==> src/rtl/piradip_axis_iq_aligner_pkg.sv <==
`default_nettype none
// ============================================================================
//  Module   : piradip_axis_iq_aligner_pkg
//  Brief    : Shared sample width and occupancy/skew width helpers for the
//             I/Q aligner and its companion interleaver.
//  Revision : 1.0  initial release
// ============================================================================
package piradip_axis_iq_aligner_pkg;

    // Width of one real or imaginary sample on the I/Q streams.
    localparam int SAMPLE_WIDTH = 16;

    // Bits needed to hold a FIFO occupancy in the range [0, depth].
    function automatic int occ_width(input int depth);
        return $clog2(depth) + 1;
    endfunction

    // Bits needed to hold a signed occupancy difference in [-depth, depth].
    function automatic int skew_width(input int depth);
        return $clog2(depth) + 2;
    endfunction

endpackage
`default_nettype wire

==> src/rtl/piradip_axis_iq_aligner_if.sv <==
`default_nettype none
// ============================================================================
//  Module   : piradip_axis_iq_aligner_if
//  Brief    : Minimal AXI4-Stream bundle (tdata/tvalid/tready plus tlast and
//             tkeep sideband) with manager and subordinate views.
//  Revision : 1.0  initial release
// ============================================================================
interface piradip_axis_iq_aligner_if #(
    parameter int W = 16
) ();
    logic [W-1:0]         tdata;
    logic                 tvalid;
    logic                 tready;
    logic                 tlast;
    logic [(W+7)/8-1:0]   tkeep;

    modport master (output tdata, output tvalid, output tlast, output tkeep, input tready);
    modport slave  (input tdata, input tvalid, input tlast, input tkeep, output tready);
endinterface
`default_nettype wire

==> src/rtl/piradip_axis_iq_aligner_fifo.sv <==
`default_nettype none
// ============================================================================
//  Module   : piradip_axis_iq_aligner_fifo
//  Brief    : Small synchronous FIFO with a registered head word, registered
//             full/empty flags and a next-state occupancy output used by the
//             aligner for skew tracking.
//  Revision : 1.0  initial release
// ============================================================================
module piradip_axis_iq_aligner_fifo
    import piradip_axis_iq_aligner_pkg::*;
#(
    parameter int DEPTH = 4,
    parameter int W     = SAMPLE_WIDTH
) (
    input  wire logic                        clk,
    input  wire logic                        resetn,
    input  wire logic                        i_valid,
    input  wire logic [W-1:0]                i_data,
    output logic                             o_ready,
    input  wire logic                        i_pop,
    output logic                             o_empty,
    output logic [W-1:0]                     o_head,
    output logic [occ_width(DEPTH)-1:0]      o_occ_next
);
    localparam int AW = $clog2(DEPTH);
    localparam int PW = AW + 1;

    logic [W-1:0]  r_mem [DEPTH];
    logic [PW-1:0] r_wr;
    logic [PW-1:0] r_rd;
    logic          r_full;
    logic          r_empty;
    logic          r_active;
    logic [W-1:0]  r_head;

    logic          w_push;
    logic [PW-1:0] w_wr_next;
    logic [PW-1:0] w_rd_next;
    logic [PW-1:0] w_occ_next;
    logic          w_full_next;
    logic          w_empty_next;
    logic [W-1:0]  w_head_next;

    // tready is held low until the first clock after reset release.
    assign o_ready    = r_active & ~r_full;
    assign w_push     = i_valid & o_ready;
    assign w_wr_next  = r_wr + {{AW{1'b0}}, w_push};
    assign w_rd_next  = r_rd + {{AW{1'b0}}, i_pop};
    assign w_occ_next = w_wr_next - w_rd_next;

    // Pointers carry one extra wrap bit: full when only the wrap bits differ.
    assign w_full_next  = (w_wr_next[AW] != w_rd_next[AW]) &&
                          (w_wr_next[AW-1:0] == w_rd_next[AW-1:0]);
    assign w_empty_next = (w_wr_next == w_rd_next);

    assign o_empty    = r_empty;
    assign o_head     = r_head;
    assign o_occ_next = w_occ_next;

    // Next head word: the incoming beat when it lands in the slot about to
    // become the head, otherwise the stored word at the next read pointer.
    always_comb begin
        w_head_next = r_mem[w_rd_next[AW-1:0]];
        if (w_push && (r_wr == w_rd_next)) begin
            w_head_next = i_data;
        end
    end

    // Storage array; contents need no reset because empty masks them.
    always_ff @(posedge clk) begin
        if (w_push) begin
            r_mem[r_wr[AW-1:0]] <= i_data;
        end
    end

    // Pointers, flags and head register.
    always_ff @(posedge clk or negedge resetn) begin
        if (!resetn) begin
            r_wr     <= '0;
            r_rd     <= '0;
            r_full   <= 1'b0;
            r_empty  <= 1'b1;
            r_active <= 1'b0;
            r_head   <= '0;
        end else begin
            r_wr     <= w_wr_next;
            r_rd     <= w_rd_next;
            r_full   <= w_full_next;
            r_empty  <= w_empty_next;
            r_active <= 1'b1;
            r_head   <= w_head_next;
        end
    end

endmodule
`default_nettype wire

==> src/rtl/piradip_axis_iq_aligner.sv <==
`default_nettype none
// ============================================================================
//  Module   : piradip_axis_iq_aligner
//  Brief    : Buffers independently skewed I and Q AXI-stream beats and
//             presents them as beat-aligned pairs with a joint valid and a
//             shared pop. Tracks occupancy skew and flags excessive skew.
//  Revision : 1.0  initial release
// ============================================================================
module piradip_axis_iq_aligner
    import piradip_axis_iq_aligner_pkg::*;
#(
    parameter int DEPTH      = 4,
    parameter int SKEW_LIMIT = 3,
    parameter int W          = SAMPLE_WIDTH
) (
    input  wire logic                          clk,
    input  wire logic                          resetn,
    piradip_axis_iq_aligner_if.slave           I_in,
    piradip_axis_iq_aligner_if.slave           Q_in,
    piradip_axis_iq_aligner_if.master          I_out,
    piradip_axis_iq_aligner_if.master          Q_out,
    output logic signed [skew_width(DEPTH)-1:0] skew,
    output logic                               skew_err
);
    localparam int OW = occ_width(DEPTH);
    localparam int SW = skew_width(DEPTH);

    // Elaboration-time sanity checks on widths and parameters.
    if (($bits(I_in.tdata) != W) || ($bits(Q_in.tdata) != W) ||
        ($bits(I_out.tdata) != W) || ($bits(Q_out.tdata) != W)) begin : g_chk_width
        $error("piradip_axis_iq_aligner: all stream widths must equal W");
    end
    if ((DEPTH < 2) || ((DEPTH & (DEPTH - 1)) != 0)) begin : g_chk_depth
        $error("piradip_axis_iq_aligner: DEPTH must be a power of 2 and >= 2");
    end
    if (SKEW_LIMIT >= DEPTH) begin : g_chk_skew
        $error("piradip_axis_iq_aligner: SKEW_LIMIT must be below DEPTH");
    end

    logic                 w_ready_i;
    logic                 w_ready_q;
    logic                 w_empty_i;
    logic                 w_empty_q;
    logic [W-1:0]         w_head_i;
    logic [W-1:0]         w_head_q;
    logic [OW-1:0]        w_occ_i;
    logic [OW-1:0]        w_occ_q;
    logic                 w_pair_valid;
    logic                 w_pop;
    logic signed [SW-1:0] w_skew_next;
    logic [SW-1:0]        w_skew_abs;
    logic                 w_skew_over;
    logic                 w_unused_sideband;

    logic signed [SW-1:0] r_skew;
    logic                 r_skew_err;

    // A pair is offered only when both heads exist; both pop together.
    assign w_pair_valid = ~w_empty_i & ~w_empty_q;
    assign w_pop        = w_pair_valid & I_out.tready & Q_out.tready;

    piradip_axis_iq_aligner_fifo #(
        .DEPTH (DEPTH),
        .W     (W)
    ) u_fifo_i (
        .clk        (clk),
        .resetn     (resetn),
        .i_valid    (I_in.tvalid),
        .i_data     (I_in.tdata),
        .o_ready    (w_ready_i),
        .i_pop      (w_pop),
        .o_empty    (w_empty_i),
        .o_head     (w_head_i),
        .o_occ_next (w_occ_i)
    );

    piradip_axis_iq_aligner_fifo #(
        .DEPTH (DEPTH),
        .W     (W)
    ) u_fifo_q (
        .clk        (clk),
        .resetn     (resetn),
        .i_valid    (Q_in.tvalid),
        .i_data     (Q_in.tdata),
        .o_ready    (w_ready_q),
        .i_pop      (w_pop),
        .o_empty    (w_empty_q),
        .o_head     (w_head_q),
        .o_occ_next (w_occ_q)
    );

    assign I_in.tready  = w_ready_i;
    assign Q_in.tready  = w_ready_q;

    assign I_out.tvalid = w_pair_valid;
    assign Q_out.tvalid = w_pair_valid;
    assign I_out.tdata  = w_head_i;
    assign Q_out.tdata  = w_head_q;
    assign I_out.tlast  = 1'b0;
    assign Q_out.tlast  = 1'b0;
    assign I_out.tkeep  = '0;
    assign Q_out.tkeep  = '0;

    // Input sideband is intentionally dropped.
    assign w_unused_sideband = I_in.tlast ^ Q_in.tlast ^ (^I_in.tkeep) ^ (^Q_in.tkeep);

    // Signed skew from next-state occupancies, and its magnitude.
    assign w_skew_next = $signed({1'b0, w_occ_i}) - $signed({1'b0, w_occ_q});
    assign w_skew_abs  = w_skew_next[SW-1] ? $unsigned(-w_skew_next) : $unsigned(w_skew_next);
    assign w_skew_over = (w_skew_abs > SW'(SKEW_LIMIT));

    // Registered skew and sticky skew error (cleared only by reset).
    always_ff @(posedge clk or negedge resetn) begin
        if (!resetn) begin
            r_skew     <= '0;
            r_skew_err <= 1'b0;
        end else begin
            r_skew     <= w_skew_next;
            r_skew_err <= r_skew_err | w_skew_over;
        end
    end

    assign skew     = r_skew;
    assign skew_err = r_skew_err;

endmodule
`default_nettype wire

==> src/flat_wrapper.sv <==
// flat-port wrapper written by rule: the top's interface ports become plain ports
module piradip_axis_iq_aligner_flat import piradip_axis_iq_aligner_pkg::*;
#(
    parameter int DEPTH      = 4,
    parameter int SKEW_LIMIT = 3,
    parameter int W          = SAMPLE_WIDTH
)
  (clk, resetn, skew, skew_err, I_in_tdata, I_in_tvalid, I_in_tlast, I_in_tkeep, I_in_tready, Q_in_tdata, Q_in_tvalid, Q_in_tlast, Q_in_tkeep, Q_in_tready, I_out_tdata, I_out_tvalid, I_out_tlast, I_out_tkeep, I_out_tready, Q_out_tdata, Q_out_tvalid, Q_out_tlast, Q_out_tkeep, Q_out_tready);
  piradip_axis_iq_aligner_if #(.W(W)) I_in_i ();
  piradip_axis_iq_aligner_if #(.W(W)) Q_in_i ();
  piradip_axis_iq_aligner_if #(.W(W)) I_out_i ();
  piradip_axis_iq_aligner_if #(.W(W)) Q_out_i ();
  input  wire logic clk;
  input  wire logic resetn;
  output logic signed [skew_width(DEPTH)-1:0] skew;
  output logic skew_err;
  input wire logic [$bits(I_in_i.tdata)-1:0] I_in_tdata;
  input wire logic [$bits(I_in_i.tvalid)-1:0] I_in_tvalid;
  input wire logic [$bits(I_in_i.tlast)-1:0] I_in_tlast;
  input wire logic [$bits(I_in_i.tkeep)-1:0] I_in_tkeep;
  output wire logic [$bits(I_in_i.tready)-1:0] I_in_tready;
  input wire logic [$bits(Q_in_i.tdata)-1:0] Q_in_tdata;
  input wire logic [$bits(Q_in_i.tvalid)-1:0] Q_in_tvalid;
  input wire logic [$bits(Q_in_i.tlast)-1:0] Q_in_tlast;
  input wire logic [$bits(Q_in_i.tkeep)-1:0] Q_in_tkeep;
  output wire logic [$bits(Q_in_i.tready)-1:0] Q_in_tready;
  output wire logic [$bits(I_out_i.tdata)-1:0] I_out_tdata;
  output wire logic [$bits(I_out_i.tvalid)-1:0] I_out_tvalid;
  output wire logic [$bits(I_out_i.tlast)-1:0] I_out_tlast;
  output wire logic [$bits(I_out_i.tkeep)-1:0] I_out_tkeep;
  input wire logic [$bits(I_out_i.tready)-1:0] I_out_tready;
  output wire logic [$bits(Q_out_i.tdata)-1:0] Q_out_tdata;
  output wire logic [$bits(Q_out_i.tvalid)-1:0] Q_out_tvalid;
  output wire logic [$bits(Q_out_i.tlast)-1:0] Q_out_tlast;
  output wire logic [$bits(Q_out_i.tkeep)-1:0] Q_out_tkeep;
  input wire logic [$bits(Q_out_i.tready)-1:0] Q_out_tready;
  assign I_in_i.tdata = I_in_tdata;
  assign I_in_i.tvalid = I_in_tvalid;
  assign I_in_i.tlast = I_in_tlast;
  assign I_in_i.tkeep = I_in_tkeep;
  assign I_in_tready = I_in_i.tready;
  assign Q_in_i.tdata = Q_in_tdata;
  assign Q_in_i.tvalid = Q_in_tvalid;
  assign Q_in_i.tlast = Q_in_tlast;
  assign Q_in_i.tkeep = Q_in_tkeep;
  assign Q_in_tready = Q_in_i.tready;
  assign I_out_tdata = I_out_i.tdata;
  assign I_out_tvalid = I_out_i.tvalid;
  assign I_out_tlast = I_out_i.tlast;
  assign I_out_tkeep = I_out_i.tkeep;
  assign I_out_i.tready = I_out_tready;
  assign Q_out_tdata = Q_out_i.tdata;
  assign Q_out_tvalid = Q_out_i.tvalid;
  assign Q_out_tlast = Q_out_i.tlast;
  assign Q_out_tkeep = Q_out_i.tkeep;
  assign Q_out_i.tready = Q_out_tready;
  piradip_axis_iq_aligner #(.DEPTH(DEPTH), .SKEW_LIMIT(SKEW_LIMIT), .W(W)) u_core (.clk(clk), .resetn(resetn), .I_in(I_in_i), .Q_in(Q_in_i), .I_out(I_out_i), .Q_out(Q_out_i), .skew(skew), .skew_err(skew_err));
endmodule
==> config.mk <==
export PLATFORM = sky130hd
export DESIGN_NAME = piradip_axis_iq_aligner_flat
export DESIGN_NICKNAME = d
export VERILOG_FILES = /design/src/rtl/piradip_axis_iq_aligner_pkg.sv /design/src/rtl/piradip_axis_iq_aligner_if.sv /design/src/rtl/piradip_axis_iq_aligner_fifo.sv /design/src/rtl/piradip_axis_iq_aligner.sv /design/src/flat_wrapper.sv
export SDC_FILE = /design/constraint.sdc
export NUM_CORES = 1
export LEC_CHECK = 0
export ABC_AREA = 1
export CORE_ASPECT_RATIO = 0.75
export CORE_MARGIN = 8
export CORE_UTILIZATION = 60
export CTS_BUF_LIST = sky130_fd_sc_hd__clkbuf_8
export DETAILED_ROUTE_END_ITERATION = 7
export GPL_TIMING_DRIVEN = 0
export PLACE_DENSITY = 0.85
export SLEW_MARGIN = 25
export SYNTH_ARGS = -nofsm -noshare
export SYNTH_HDL_FRONTEND = slang
export SYNTH_HIERARCHICAL = 1
export SYNTH_SLANG_ARGS = --single-unit
==> constraint.sdc <==
create_clock -name clk -period 6.6 [get_ports clk]
set_input_delay 1.32 -clock clk [delete_from_list [all_inputs] [get_ports clk]]
set_output_delay 1.32 -clock clk [all_outputs]
set_load 0.005 [all_outputs]
After elaboration in Yosys (flattened, before gate mapping)
Memory sizes are Yosys's and may differ from the RTL's.
Index checks and enable logic that the tools add are counted.
- bits in writable memories: 128
- memories: 2
- flip-flop bits (word level): 54
- logic and storage cells: 55
- memory list (memory ; depth ; width ; read ports ; clocked after memory_dff ; write ports ; line ; text):
    u_core.u_fifo_i.r_mem ; 4 ; 16 ; 1 ; 0 ; 1 ; piradip_axis_iq_aligner_fifo.sv:28 ; logic [W-1:0] r_mem [DEPTH];
    u_core.u_fifo_q.r_mem ; 4 ; 16 ; 1 ; 0 ; 1 ; piradip_axis_iq_aligner_fifo.sv:28 ;
- reductions and logical operators: 4
- bitwise logic cells: 12
- $lt $le $gt $ge: 1
- add/subtract/negate cells: 8
- multiplexer cells: 7
- equality and inequality tests: 8
- operators by type and width (kind ; count):
    $mux 16 ; 2
    $add 3x1->3 ; 4
    $eq 3x3->1 ; 4
    $and 1x1->1 ; 7
    $sub 3x3->3 ; 2
    $eq 2x2->1 ; 2
    $gt 4x2->1 const B ; 1
    $logic_and 1x1->1 ; 4
    $mux 1 ; 4
    $mux 4 ; 1
    $neg 4->4 ; 1
    $not 1->1 ; 4
    $sub 3x3->4 ; 1
    $ne 1x1->1 ; 2
    $or 1x1->1 ; 1

Logic depth before layout (Yosys ltp)
Gate-level depths: netlist (run 1).
- word-level depth: 11
- depth in mapped cells: 20

Cells and area by module
The synthesis (run 1) kept the hierarchy.
- by module, submodules not included (module ; cells an instance ; seq. area each (um2) ; times used ; area each (um2)):
    piradip_axis_iq_aligner_fifo ; 304 ; 2548.7 ; 2 ; 3619.7
    piradip_axis_iq_aligner ; 45 ; 125.1 ; 1 ; 362.8

Worst setup path after synthesis (run 1)
Ideal clock, no wire load.
- path type: input -> register
- start: input port Q_out_tready
- end: register u_core.r_skew_err, in the netlist u_core/skew_err
- path buffers: 1
- required time: 6479 ps
- stages: 13
- setup slack: 2813 ps
- library setup time: 121 ps
- data arrival time: 3666 ps
- cell sequence: and3_1 > ha_1 > ha_1 > inv_2 > clkbuf_1 > fa_1 > inv_1 > fa_1 > inv_1 > nand2_1 > and2_4 > nand2_1 > nand3_2
- word-level cells in the longest chain between the ends: 8
- RTL lines (what ; line ; text):
    from (decl) ; flat_wrapper.sv:36 ; input wire logic [$bits(Q_out_i.tready)-1:0] Q_out_tready;
    $and 1x1->1 * ; piradip_axis_iq_aligner.sv:60 ; assign w_pop = w_pair_valid & I_out.tready & Q_out.tready;
    $add 3x1->3 * ; piradip_axis_iq_aligner_fifo.sv:48 ; assign w_rd_next = r_rd + {{AW{1'b0}}, i_pop};
    named net u_core.u_fifo_i.w_rd_next[1] ; piradip_axis_iq_aligner_fifo.sv:38 ; logic [PW-1:0] w_rd_next;
    $sub 3x3->3 * ; piradip_axis_iq_aligner_fifo.sv:49 ; assign w_occ_next = w_wr_next - w_rd_next;
    named net u_core.w_occ_i[1] ; piradip_axis_iq_aligner.sv:46 ; logic [OW-1:0] w_occ_i;
    $sub 3x3->4 * ; piradip_axis_iq_aligner.sv:108 ; assign w_skew_next = $signed({1'b0, w_occ_i}) - $signed({1'b0, w_occ_q});
    named net u_core.w_skew_next[2] ; piradip_axis_iq_aligner.sv:50 ; logic signed [SW-1:0] w_skew_next;
    $neg 4->4 ; piradip_axis_iq_aligner.sv:109 ; assign w_skew_abs = w_skew_next[SW-1] ? $unsigned(-w_skew_next) : $unsigned(w_skew_next);
    $mux 4 * ; piradip_axis_iq_aligner.sv:109 ;
    $gt 4x2->1 * ; piradip_axis_iq_aligner.sv:110 ; assign w_skew_over = (w_skew_abs > SW'(SKEW_LIMIT));
    $or 1x1->1 * ; piradip_axis_iq_aligner.sv:119 ; r_skew_err <= r_skew_err | w_skew_over;
    to (signal assigned) ; piradip_axis_iq_aligner.sv:119 ;
    to (decl) ; piradip_axis_iq_aligner.sv:56 ; logic r_skew_err;
Mark *: on every way through the listed nets, which the timed path passes. The rest lies on a longest branch.

Final worst setup path (run 1)
- start: input port Q_out_tready
- end: register u_core.r_skew_err, in the netlist u_core/skew_err
- word-level cells in the longest chain between the ends: 8
- RTL lines (what ; line ; text):
    $and 1x1->1 * ; piradip_axis_iq_aligner.sv:60 ;
    named net u_core.w_pop ; piradip_axis_iq_aligner.sv:49 ; logic w_pop;
    $add 3x1->3 * ; piradip_axis_iq_aligner_fifo.sv:48 ;
    named net u_core.u_fifo_q.w_rd_next[1] ; piradip_axis_iq_aligner_fifo.sv:38 ;
    $sub 3x3->3 * ; piradip_axis_iq_aligner_fifo.sv:49 ;
    named net u_core.w_occ_q[1] ; piradip_axis_iq_aligner.sv:47 ; logic [OW-1:0] w_occ_q;
    $sub 3x3->4 * ; piradip_axis_iq_aligner.sv:108 ;
    named net u_core.w_skew_next[2] ; piradip_axis_iq_aligner.sv:50 ;
    $neg 4->4 ; piradip_axis_iq_aligner.sv:109 ;
    $mux 4 * ; piradip_axis_iq_aligner.sv:109 ;
    $gt 4x2->1 * ; piradip_axis_iq_aligner.sv:110 ;
    $or 1x1->1 * ; piradip_axis_iq_aligner.sv:119 ;
Marked as above.

==> results of run 1 <==
==> worst register-to-register path, delay by kind of cell (launching register included) <==
family,cells,cell delay (ns)
fa+ha+maj,4,1.58
flops,1,0.53
buf+inv,3,0.71
simple gates,6,0.62
==> area by class of cell <==
class / count / share of cell area
flip-flops and latches: 183 / 0.5682
multi-input cells: 397 / 0.2249
repair buffers: 92 / 0.09788
clock buffers: 17 / 0.02546
plain buffers: 35 / 0.02287
well taps: 166 / 0.02260
clock inverters: 15 / 0.02056
inverters: 43 / 0.01756
==> power groups by stage <==
stage | Combinational [µW] | Clock (µW) | Sequential, µW
6_report | 2310 | 796 | 1580
3_5_place_dp | 2250 | 0 | 1610
4_1_cts | 2280 | 807 | 1590
3_3_place_gp | 2110 | 0 | 1600
5_1_grt | 2550 | 849 | 1600
2_1_floorplan | 1420 | 0 | 1610
==> per-layer routing <==
layer,up-vias,GRT usage
met1,2613,0.2721
li1,2454,-
met3,28,0.06013
met2,308,0.3589
met4,2,0.07871
met5,-,0
==> synthesized netlist by cell type (all sizes together), types with 2 or more instances <==
master and n:
edfxtp 128, nand2 111, nor2 107, o21ai 96, dfrtp 53, inv 43
nand4 32, buf 25, ha 15, clkbuf 10, nand3 10, nor3 8
xnor2 4, conb 3, fa 3, dfstp 2
==> state kept, by name, indices dropped and copies added, names as in the netlist, 3 cells and up <==
name / flops
u_core/skew: 4
u_core/u_fifo_q/r_mem: 64
u_core/u_fifo_i/r_rd: 3
u_core/u_fifo_q/r_wr: 3
u_core/u_fifo_q/o_head: 16
u_core/u_fifo_i/r_mem: 64
u_core/u_fifo_i/o_head: 16
u_core/u_fifo_i/r_wr: 3
u_core/u_fifo_q/r_rd: 3
==> placed cells by master (no fill, tap or decap), drive strengths merged <==
| cell type | n |
|---|---|
| buf | 40 |
| dfrtp | 53 |
| o21ai | 96 |
| conb | 8 |
| and2 | 1 |
| edfxtp | 128 |
| clkbuf | 27 |
| nand3b | 1 |
| nand4 | 32 |
| bufinv | 3 |
| and3 | 1 |
| fa | 3 |
| nand2 | 111 |
| inv | 49 |
| clkdlybuf4s50 | 77 |
| ha | 15 |
| nor2 | 107 |
| nand3 | 10 |
| xnor2 | 4 |
| dfstp | 2 |
| clkinv | 2 |
| clkinvlp | 4 |
| nor3 | 8 |
==> worst min-delay path by stage <==
stage | end | slack [ns] | cells after the start
2_1_floorplan | u_core/skew_err | 0.47 | 2
3_3_place_gp | u_core/skew_err | 0.47 | 2
6_report | u_core/skew_err | 0.50 | 2
4_1_cts | u_core/skew_err | 0.50 | 2
5_1_grt | u_core/skew_err | 0.55 | 2
3_5_place_dp | u_core/skew_err | 0.48 | 2
==> stage by stage <==
step           utilization  instances  area (µm²)  hold slack (ns)
6_report            0.7469        948        9191           0.4999
5_1_grt             0.7469        948        9191           0.5455
4_1_cts             0.7469        948        9191           0.5021
3_5_place_dp        0.7126        916        8768           0.4814
3_3_place_gp        0.6996        902        8610           0.4654
2_1_floorplan            -        658        7621           0.4746
==> cells by family after synthesis <==
family                   count (synthesis)
AO/OA/AOI/OAI                           96
XOR/XNOR                                 4
adder cells (fa/ha/maj)                 18
buffers and inverters                   78
flip-flops                             183
other                                    3
AND/OR/NAND/NOR                        271
==> load_flow_metrics.sql, run 1 <==
INSERT INTO impl_metrics (metric_group, metric, value, unit) VALUES
('synth', 'synth_area_per_cell', '11.64', 'µm²'),
('clock_network', 'cts_tree', 'built', ''),
('pwr', 'switching_share', '0.4134', ''),
('clock_network', 'worst_skew_pair.late_latency', '0.45', 'ns'),
('clock_network', 'cts_root_buf', 'sky130_fd_sc_hd__clkbuf_8', ''),
('clock_network', 'cts_hold_bufs', '0', ''),
('worst_setup_path', 'max_fanout_on_critical_path', '11', ''),
('worst_setup_path', 'rr_endpoint', 'u_core/skew_err', ''),
('job', 'cap_viol_max_count', '0', ''),
('finish', 'final.fill_count', '765', ''),
('synth', 'post_synth_mux_area_share', '0', ''),
('drt', 'wl_per_cell', '18.72', 'µm'),
('worst_setup_path', 'critical_path.endpoint', 'u_core/skew_err', ''),
('worst_setup_path', 'crit_path_cell_trace', 'clkdlybuf4s50_1 > and3_1 > ha_1 > ha_1 > inv_2 > clkbuf_1 > fa_1 > fa_1 > inv_1 > nand2_1 > and2_4 > nand2_1 > nand3_2', ''),
('floorplanning', 'pin_count', '91', ''),
('floorplanning', 'start_util', '0.6178', ''),
('sta', 'finalSetupViolations', '0', ''),
('drt', 'count_of_unresolved_drc_violations_after_routing', '0', ''),
('floorplanning', 'die_width', '146.0', 'µm'),
('pwr', 'share_seq_of_total_power', '0.338', ''),
('finish', 'areaGrowthSynthToFinish', '20.90', '%'),
('worst_setup_path', 'critPathMaxStageDelay', '0.58', 'ns'),
('worst_setup_path', 'crit_path_end_kind', 'register', ''),
('pwr', 'power.ir.vdd_worst', '643.3', 'µV'),
('clock_network', 'postCtsSetupRepairBufs', '0', ''),
('drt', 'via_count', '5405', ''),
('sta', 'worst_slew_pin_slew', '0.8701', 'ns'),
('pwr', 'pwr-share-clk', '0.170', ''),
('sta', 'clock_skew', '0.01654', 'ns'),
('clock_network', 'clock_tree.htree_level_count', '4', ''),
('min_path', 'min-delay-path-class', 'reg -> reg', ''),
('worst_setup_path', 'critical_path_depth', '13', ''),
('sta', 'max_clock_freq', '235.6', 'MHz'),
('drt', 'drtPass1Iterations', '5', ''),
('drt', 'drt_first_iter_violations', '535', ''),
('worst_setup_path', 'worst-path-buf-inv', '4', ''),
('worst_setup_path', 'critPathLaunch', 'Q_out_tready', ''),
('synth', 'synth_simple_gate_area_frac', '0.1603', ''),
('floorplanning', 'design.core.area', '12310', 'µm²'),
('clock_network', 'numCtsBuffers', '17', ''),
('finish', 'finish.net_count', '831', ''),
('sta', 'rsz0062_at_grt', 'false', ''),
('pwr', 'p_total', '4693', 'µW'),
('clock_network', 'number_of_gates_resized_after_cts', '0', ''),
('global_routing', 'antenna_violations_before_repair', '1', ''),
('sta', 'final.setup.tns', '0', 'ns'),
('global_routing', 'grt_first_pass_wirelength', '28.06', 'mm'),
('finish', 'multi_input_area', '2067', 'µm²'),
('status', 'run_status', 'complete, no violations', ''),
('finish', 'layout-drive-gt1-share', '0.1317', ''),
('pwr', 'internal_power', '2753', 'µW'),
('placement', 'dpl.hpwl', '12.02', 'mm'),
('synth', 'synthCells', '653', ''),
('synth', 'yosys.area_share.xor_xnor', '0.006583', ''),
('synth', 'post_synth_instance_area', '7602', 'µm²'),
('drt', 'highest_layer', 'met5', ''),
('placement', 'gp_congestion', '0.8381', ''),
('sta', 'period_share', '0.6432', ''),
('synth', 'synth-compound-area-share', '0.06320', ''),
('finish', 'final-seq-area', '5223', 'µm²'),
('synth', 'post-synth-top-area-fraction', '0.5056', ''),
('worst_setup_path', 'crit_required', '6.93', 'ns'),
('synth', 'synth-seq-area-share', '0.6870', ''),
('sta', 'final_hold_violations', '0', ''),
('worst_setup_path', 'timing.reg2reg.setup_slack', '3.07', 'ns'),
('drt', 'avgViaCountPerCell', '5.701', ''),
('global_routing', 'number_of_global_route_vias_before_repair', '5440', ''),
('worst_setup_path', 'path_delay_family', 'adder cells', ''),
('pwr', 'power_density_over_the_cells', '510.6', 'nW/µm²'),
('floorplanning', 'placementRows', '35', ''),
('synth', 'synth_largest_area_cell', 'sky130_fd_sc_hd__edfxtp_1', '');
Power figures use the tool's default switching activity.
==> run 2: changes to the inputs <==
- CORE_UTILIZATION: 60 -> 58
- PLACE_DENSITY: 0.85 -> 0.82
- clock period: 6.6 -> 4.4 ns (I/O delays scaled with it)
==> load_flow_metrics.sql, run 2 (synthesis results as in run 1) <==
INSERT INTO impl_metrics (metric_group, metric, value, unit) VALUES
('clock_network', 'cts_tree', 'built', ''),
('sta', 'final_hold_violations', '0', ''),
('clock_network', 'clk_pin_slew', '0.09', 'ns'),
('sta', 'clock_skew', '0.01081', 'ns'),
('worst_setup_path', 'timing.critical_path.slowest_stage_cell', 'sky130_fd_sc_hd__fa_1', ''),
('floorplanning', 'start_util', '0.5901', ''),
('worst_setup_path', 'worst-path-buf-inv', '4', ''),
('drt', 'wl_per_cell', '17.97', 'µm'),
('drt', 'routed_wl', '17.14', 'mm'),
('min_path', 'min-delay-path-class', 'in -> async', ''),
('floorplanning', 'die-height', '115.2', 'µm'),
('clock_network', 'postCtsSetupRepairBufs', '0', ''),
('placement', 'number_of_i_o_port_buffers', '78', ''),
('drt', 'antenna_left', '0', ''),
('sta', 'timing.slew.headroom', '0.4227', ''),
('sta', 'worst_slew_pin_slew', '0.8613', 'ns'),
('clock_network', 'clock_tree.htree_level_count', '4', ''),
('clock_network', 'cts_root_buf', 'sky130_fd_sc_hd__clkbuf_8', ''),
('sta', 'rsz0062_at_grt', 'false', ''),
('sta', 'final.setup.tns', '0', 'ns'),
('global_routing', 'grt.overflow.total', '0', ''),
('worst_setup_path', 'timing.reg2reg.setup_slack', '0.95', 'ns'),
('finish', 'finish.net_count', '832', ''),
('worst_setup_path', 'timing.critical_path.from_type', 'input pin', ''),
('clock_network', 'worst_skew_pair.late_latency', '0.47', 'ns'),
('sta', 'max_slew_violation_total_from_the_final_report', '0', ''),
('drt', 'count_of_unresolved_drc_violations_after_routing', '0', ''),
('floorplanning', 'placementRows', '36', ''),
('finish', 'layout-drive-gt1-share', '0.1341', ''),
('pwr', 'power_density_over_the_cells', '770.8', 'nW/µm²'),
('floorplanning', 'fp.dieArea', '17070', 'µm²'),
('drt', 'drtPass1Iterations', '5', ''),
('clock_network', 'number_of_gates_resized_after_cts', '0', ''),
('sta', 'max_clock_freq', '268.8', 'MHz'),
('finish', 'mostFrequentLayoutCell', 'sky130_fd_sc_hd__edfxtp_1', ''),
('sta', 'min_hold_slack', '0.2141', 'ns'),
('clock_network', 'cts.sinks', '183', ''),
('worst_setup_path', 'max_fanout_on_critical_path', '11', ''),
('sta', 'finalSetupViolations', '0', ''),
('clock_network', 'cts_hold_bufs', '0', ''),
('worst_setup_path', 'path_delay_family', 'adder cells', ''),
('pwr', 'power.ir.vdd_worst', '415.8', 'µV'),
('sta', 'period_share', '0.8455', ''),
('job', 'cap_viol_max_count', '0', ''),
('pwr', 'p_total', '7168', 'µW'),
('drt', 'via_count', '5326', ''),
('worst_setup_path', 'critPathMaxStageDelay', '0.56', 'ns'),
('finish', 'areaGrowthSynthToFinish', '22.33', '%'),
('global_routing', 'number_of_global_route_vias_before_repair', '5187', ''),
('finish', 'diodes', '0', ''),
('global_routing', 'antenna_violations_before_repair', '0', ''),
('clock_network', 'cts_max_path_buffers', '2', ''),
('global_routing', 'grt_max_degree', '51', ''),
('placement', 'placed_cell_area', '8793', 'µm²'),
('worst_setup_path', 'cp.arrival', '4.09', 'ns'),
('floorplanning', 'pin_count', '91', ''),
('finish', 'post-route-cell-area', '9300', 'µm²'),
('sta', 'finalWorstPathRequiredPeriod', '3.720', 'ns'),
('worst_setup_path', 'crit_required', '4.77', 'ns'),
('finish', 'layout.cells.most_common_list', '128 x sky130_fd_sc_hd__edfxtp_1, 105 x sky130_fd_sc_hd__nand2_1, 105 x sky130_fd_sc_hd__nor2_1, 82 x sky130_fd_sc_hd__o21ai_0, 77 x sky130_fd_sc_hd__clkdlybuf4s50_1', ''),
('drt', 'avgViaCountPerCell', '5.583', ''),
('floorplanning', 'die_width', '148.2', 'µm'),
('placement', 'dpl.hpwl', '11.78', 'mm'),
('global_routing', 'groute.usage.overall', '0.2070', ''),
('worst_setup_path', 'crit_path_end_kind', 'register', ''),
('status', 'run_status', 'complete, no violations', ''),
('worst_setup_path', 'crit_path_cell_trace', 'clkdlybuf4s50_1 > and3_1 > ha_1 > ha_1 > inv_2 > clkbuf_1 > fa_1 > inv_1 > fa_1 > nand2_1 > nand3_1 > nand2_1 > nand3_2', ''),
('drt', 'drt_first_iter_violations', '489', ''),
('worst_setup_path', 'criticalPathCategory', 'in -> reg', ''),
('placement', 'gp_congestion', '0.8108', ''),
('clock_network', 'numCtsBuffers', '17', ''),
('global_routing', 'grt_first_pass_wirelength', '26.85', 'mm'),
('finish', 'final.fill_count', '854', ''),
('floorplanning', 'design.core.area', '12880', 'µm²'),
('pwr', 'p_leak', '0.003762', 'µW');
==> run 2: stage by stage <==
| stage | worst slack [ns] | utilization | instances |
|---|---|---|---|
| 5_1_grt | 0.5692 | 0.7219 | 954 |
| 3_5_place_dp | 0.2027 | 0.6826 | 922 |
| 6_report | 0.6798 | 0.7219 | 954 |
| 3_3_place_gp | 0.2111 | 0.6688 | 907 |
| 4_1_cts | 0.7112 | 0.7219 | 954 |
| 2_1_floorplan | 1.053 | - | 658 |
==> run 2: power by group <==
part           leakage (µW)  switching (µW)  internal (µW)
sequential          0.00180             142           2240
clock              0.000249             592            795
combinational       0.00171            2090           1310
==> run 2: layer usage <==
layer / share of wire / wire length (µm) / vias up / GRT usage
met5: 0 / 0 / - / 0
met4: 0.017 / 293 / 0 / 0.08740
li1: - / - / 2457 / -
met2: 0.47 / 8000 / 272 / 0.3178
met3: 0.097 / 1658 / 29 / 0.05545
met1: 0.42 / 7188 / 2568 / 0.2760
==> run 2: cell type report <==
| type | instances | area [µm²] | share of cell area |
|---|---|---|---|
| flip-flops and latches | 183 | 5223 | 0.5615 |
| multi-input cells | 397 | 2067 | 0.2223 |
| repair buffers | 93 | 918.4 | 0.09875 |
| clock inverters | 15 | 272.8 | 0.02933 |
| clock buffers | 17 | 234.0 | 0.02516 |
| well taps | 171 | 214.0 | 0.02301 |
| plain buffers | 35 | 210.2 | 0.02260 |
| inverters | 43 | 161.4 | 0.01736 |
==> run 2: worst paths after layout <==
path | start | to | depth (start not counted)
max | Q_out_tready | u_core/skew_err | 13
min | resetn | u_core/u_fifo_i/o_head[14] | 1
max reg2reg | u_core/u_fifo_q/o_empty | u_core/skew_err | 13
min reg2reg | u_core/skew_err | u_core/skew_err | 2
max in group asynchronous | resetn | u_core/u_fifo_i/o_empty | 2
min in group clk | u_core/skew_err | u_core/skew_err | 2
==> run 3: changes to the inputs <==
- CORE_UTILIZATION: 58 -> 52
- PLACE_DENSITY: 0.82 -> 0.78
- clock period: 4.4 -> 3.2 ns (I/O delays scaled with it)
==> load_flow_metrics.sql, run 3 (synthesis results as in run 1) <==
INSERT INTO impl_metrics (metric_group, metric, value, unit) VALUES
('clock_network', 'cts_hold_bufs', '0', ''),
('worst_setup_path', 'cp.arrival', '3.40', 'ns'),
('sta', 'max_slew_violation_total_from_the_final_report', '0', ''),
('floorplanning', 'design.core.area', '14360', 'µm²'),
('clock_network', 'numCtsBuffers', '17', ''),
('finish', 'mostFrequentLayoutCell', 'sky130_fd_sc_hd__edfxtp_1', ''),
('sta', 'worst_slack', '0.1457', 'ns'),
('floorplanning', 'start_util', '0.5295', ''),
('job', 'cap_viol_max_count', '0', ''),
('global_routing', 'groute.usage.overall', '0.1923', ''),
('placement', 'dpl_worst_slack', '-0.7704', 'ns'),
('sta', 'rsz0062_at_grt', 'false', ''),
('worst_setup_path', 'timing.critical_path.from_type', 'input pin', ''),
('drt', 'via_count', '5309', ''),
('pwr', 'power_density_over_the_cells', '1030', 'nW/µm²'),
('global_routing', 'antenna_violations_before_repair', '0', ''),
('placement', 'number_of_i_o_port_buffers', '78', ''),
('floorplanning', 'pin_count', '91', ''),
('pwr', 'p_total', '9548', 'µW'),
('worst_setup_path', 'criticalPathCategory', 'in -> reg', ''),
('worst_setup_path', 'crit_path_end_kind', 'register', ''),
('drt', 'routed_wl', '17.62', 'mm'),
('clock_network', 'cts.sinks', '183', ''),
('worst_setup_path', 'max_fanout_on_critical_path', '16', ''),
('placement', 'dp_cells', '953', ''),
('sta', 'finalSetupViolations', '0', ''),
('floorplanning', 'fp.dieArea', '18790', 'µm²'),
('sta', 'period_share', '0.9545', ''),
('global_routing', 'grt_max_degree', '40', ''),
('pwr', 'power.ir.vdd_worst', '492.8', 'µV'),
('clock_network', 'cts_tree', 'built', ''),
('floorplanning', 'die-height', '120.7', 'µm'),
('finish', 'layout.cells.most_common_list', '128 x sky130_fd_sc_hd__edfxtp_1, 105 x sky130_fd_sc_hd__nand2_1, 105 x sky130_fd_sc_hd__nor2_1, 82 x sky130_fd_sc_hd__o21ai_0, 77 x sky130_fd_sc_hd__clkdlybuf4s50_1', ''),
('sta', 'final_hold_violations', '0', ''),
('global_routing', 'number_of_global_route_vias_before_repair', '5378', ''),
('drt', 'wl_per_cell', '17.92', 'µm'),
('global_routing', 'grt.overflow.total', '0', ''),
('finish', 'layout-drive-gt1-share', '0.1328', ''),
('finish', 'areaGrowthSynthToFinish', '21.92', '%'),
('placement', 'gp_congestion', '0.8198', ''),
('sta', 'finalWorstPathRequiredPeriod', '3.054', 'ns'),
('global_routing', 'grt_first_pass_wirelength', '27.66', 'mm'),
('min_path', 'min-delay-path-class', 'in -> async', ''),
('clock_network', 'cts_root_buf', 'sky130_fd_sc_hd__clkbuf_8', ''),
('clock_network', 'clock_tree.htree_level_count', '4', ''),
('sta', 'final.setup.tns', '0', 'ns'),
('sta', 'clock_skew', '0.01227', 'ns'),
('finish', 'finish.net_count', '832', ''),
('worst_setup_path', 'crit_required', '3.55', 'ns'),
('drt', 'antenna_left', '0', ''),
('drt', 'avgViaCountPerCell', '5.401', ''),
('placement', 'dpl.hpwl', '12.10', 'mm'),
('floorplanning', 'die_width', '155.6', 'µm'),
('finish', 'diodes', '0', ''),
('pwr', 'p_leak', '0.003717', 'µW'),
('clock_network', 'worst_skew_pair.late_latency', '0.46', 'ns'),
('floorplanning', 'placementRows', '38', ''),
('sta', 'worst_slew_pin_slew', '0.6331', 'ns'),
('sta', 'timing.slew.headroom', '0.5779', ''),
('sta', 'max_clock_freq', '327.4', 'MHz'),
('drt', 'drtPass1Iterations', '5', ''),
('drt', 'drt_first_iter_violations', '554', ''),
('status', 'run_status', 'complete, no violations', ''),
('clock_network', 'cts_max_path_buffers', '2', ''),
('clock_network', 'clk_pin_slew', '0.08', 'ns'),
('drt', 'count_of_unresolved_drc_violations_after_routing', '0', ''),
('finish', 'instances_no_fill', '983', '');
run 3: metrics by stage:
stage               cell area (µm²)  hold WS [ns]  utilization
finish                         9269       0.05540       0.6455
global placement               8652        0.4608       0.6026
global route                   9269       0.04189       0.6455
CTS                            9231       0.03327       0.6429
floorplan                      7621        0.3444            -
detailed placement             8845        0.5038       0.6160
run 3: what timing repair did:
action,in CTS,in global routing
resized for setup,0,9
setup endpoints to repair,4,1
buffers inserted,0,0
hold endpoints to repair,0,0
run 3: worst paths after layout:
check | from | to | slack (ns) | cells after the start
max in group asynchronous | resetn | u_core/u_fifo_i/o_empty | 2.59 | 2
max | Q_out_tready | u_core/skew_err | 0.15 | 13
min | resetn | u_core/u_fifo_i/o_head[4] | 0.06 | 1
max reg2reg | u_core/u_fifo_q/o_empty | u_core/skew_err | 0.15 | 13
min in group clk | u_core/skew_err | u_core/skew_err | 0.51 | 2
min reg2reg | u_core/skew_err | u_core/skew_err | 0.51 | 2
run 3: routing by layer:
layer	wire length (µm)	share of wire	global-route usage
met3	1632	0.093	0.05205
met5	0	0	0
met4	263	0.015	0.07618
met2	8495	0.48	0.3044
met1	7226	0.41	0.2496
run 3: worst max-delay path, cell delays in order:
cell                              delay [ns]
sky130_fd_sc_hd__clkdlybuf4s50_1        0.39
sky130_fd_sc_hd__and3_1                 0.25
sky130_fd_sc_hd__ha_1                   0.25
sky130_fd_sc_hd__ha_4                   0.32
sky130_fd_sc_hd__inv_4                  0.10
sky130_fd_sc_hd__fa_1                   0.55
sky130_fd_sc_hd__inv_1                  0.07
sky130_fd_sc_hd__fa_1                   0.44
sky130_fd_sc_hd__inv_1                  0.07
sky130_fd_sc_hd__nand2_1                0.06
sky130_fd_sc_hd__and2_4                 0.14
sky130_fd_sc_hd__nand2_1                0.07
sky130_fd_sc_hd__nand3_2                0.06
run 3: area by class of cell:
type	instances	area [µm²]
inverter	43	166.4
tap	200	250.2
clock inverter	15	160.2
clock buffer	17	234.0
sequential	183	5223
timing repair buffer	95	933.4
fill	1079	5090
multi-input combinational	397	2100
buffer	33	202.7
run 3: power by group:
part	switching [µW]	total, µW	internal (µW)
sequential	199	3280	3080
clock	789	1550	761
combinational	2880	4720	1840
total	3870	9550	5680
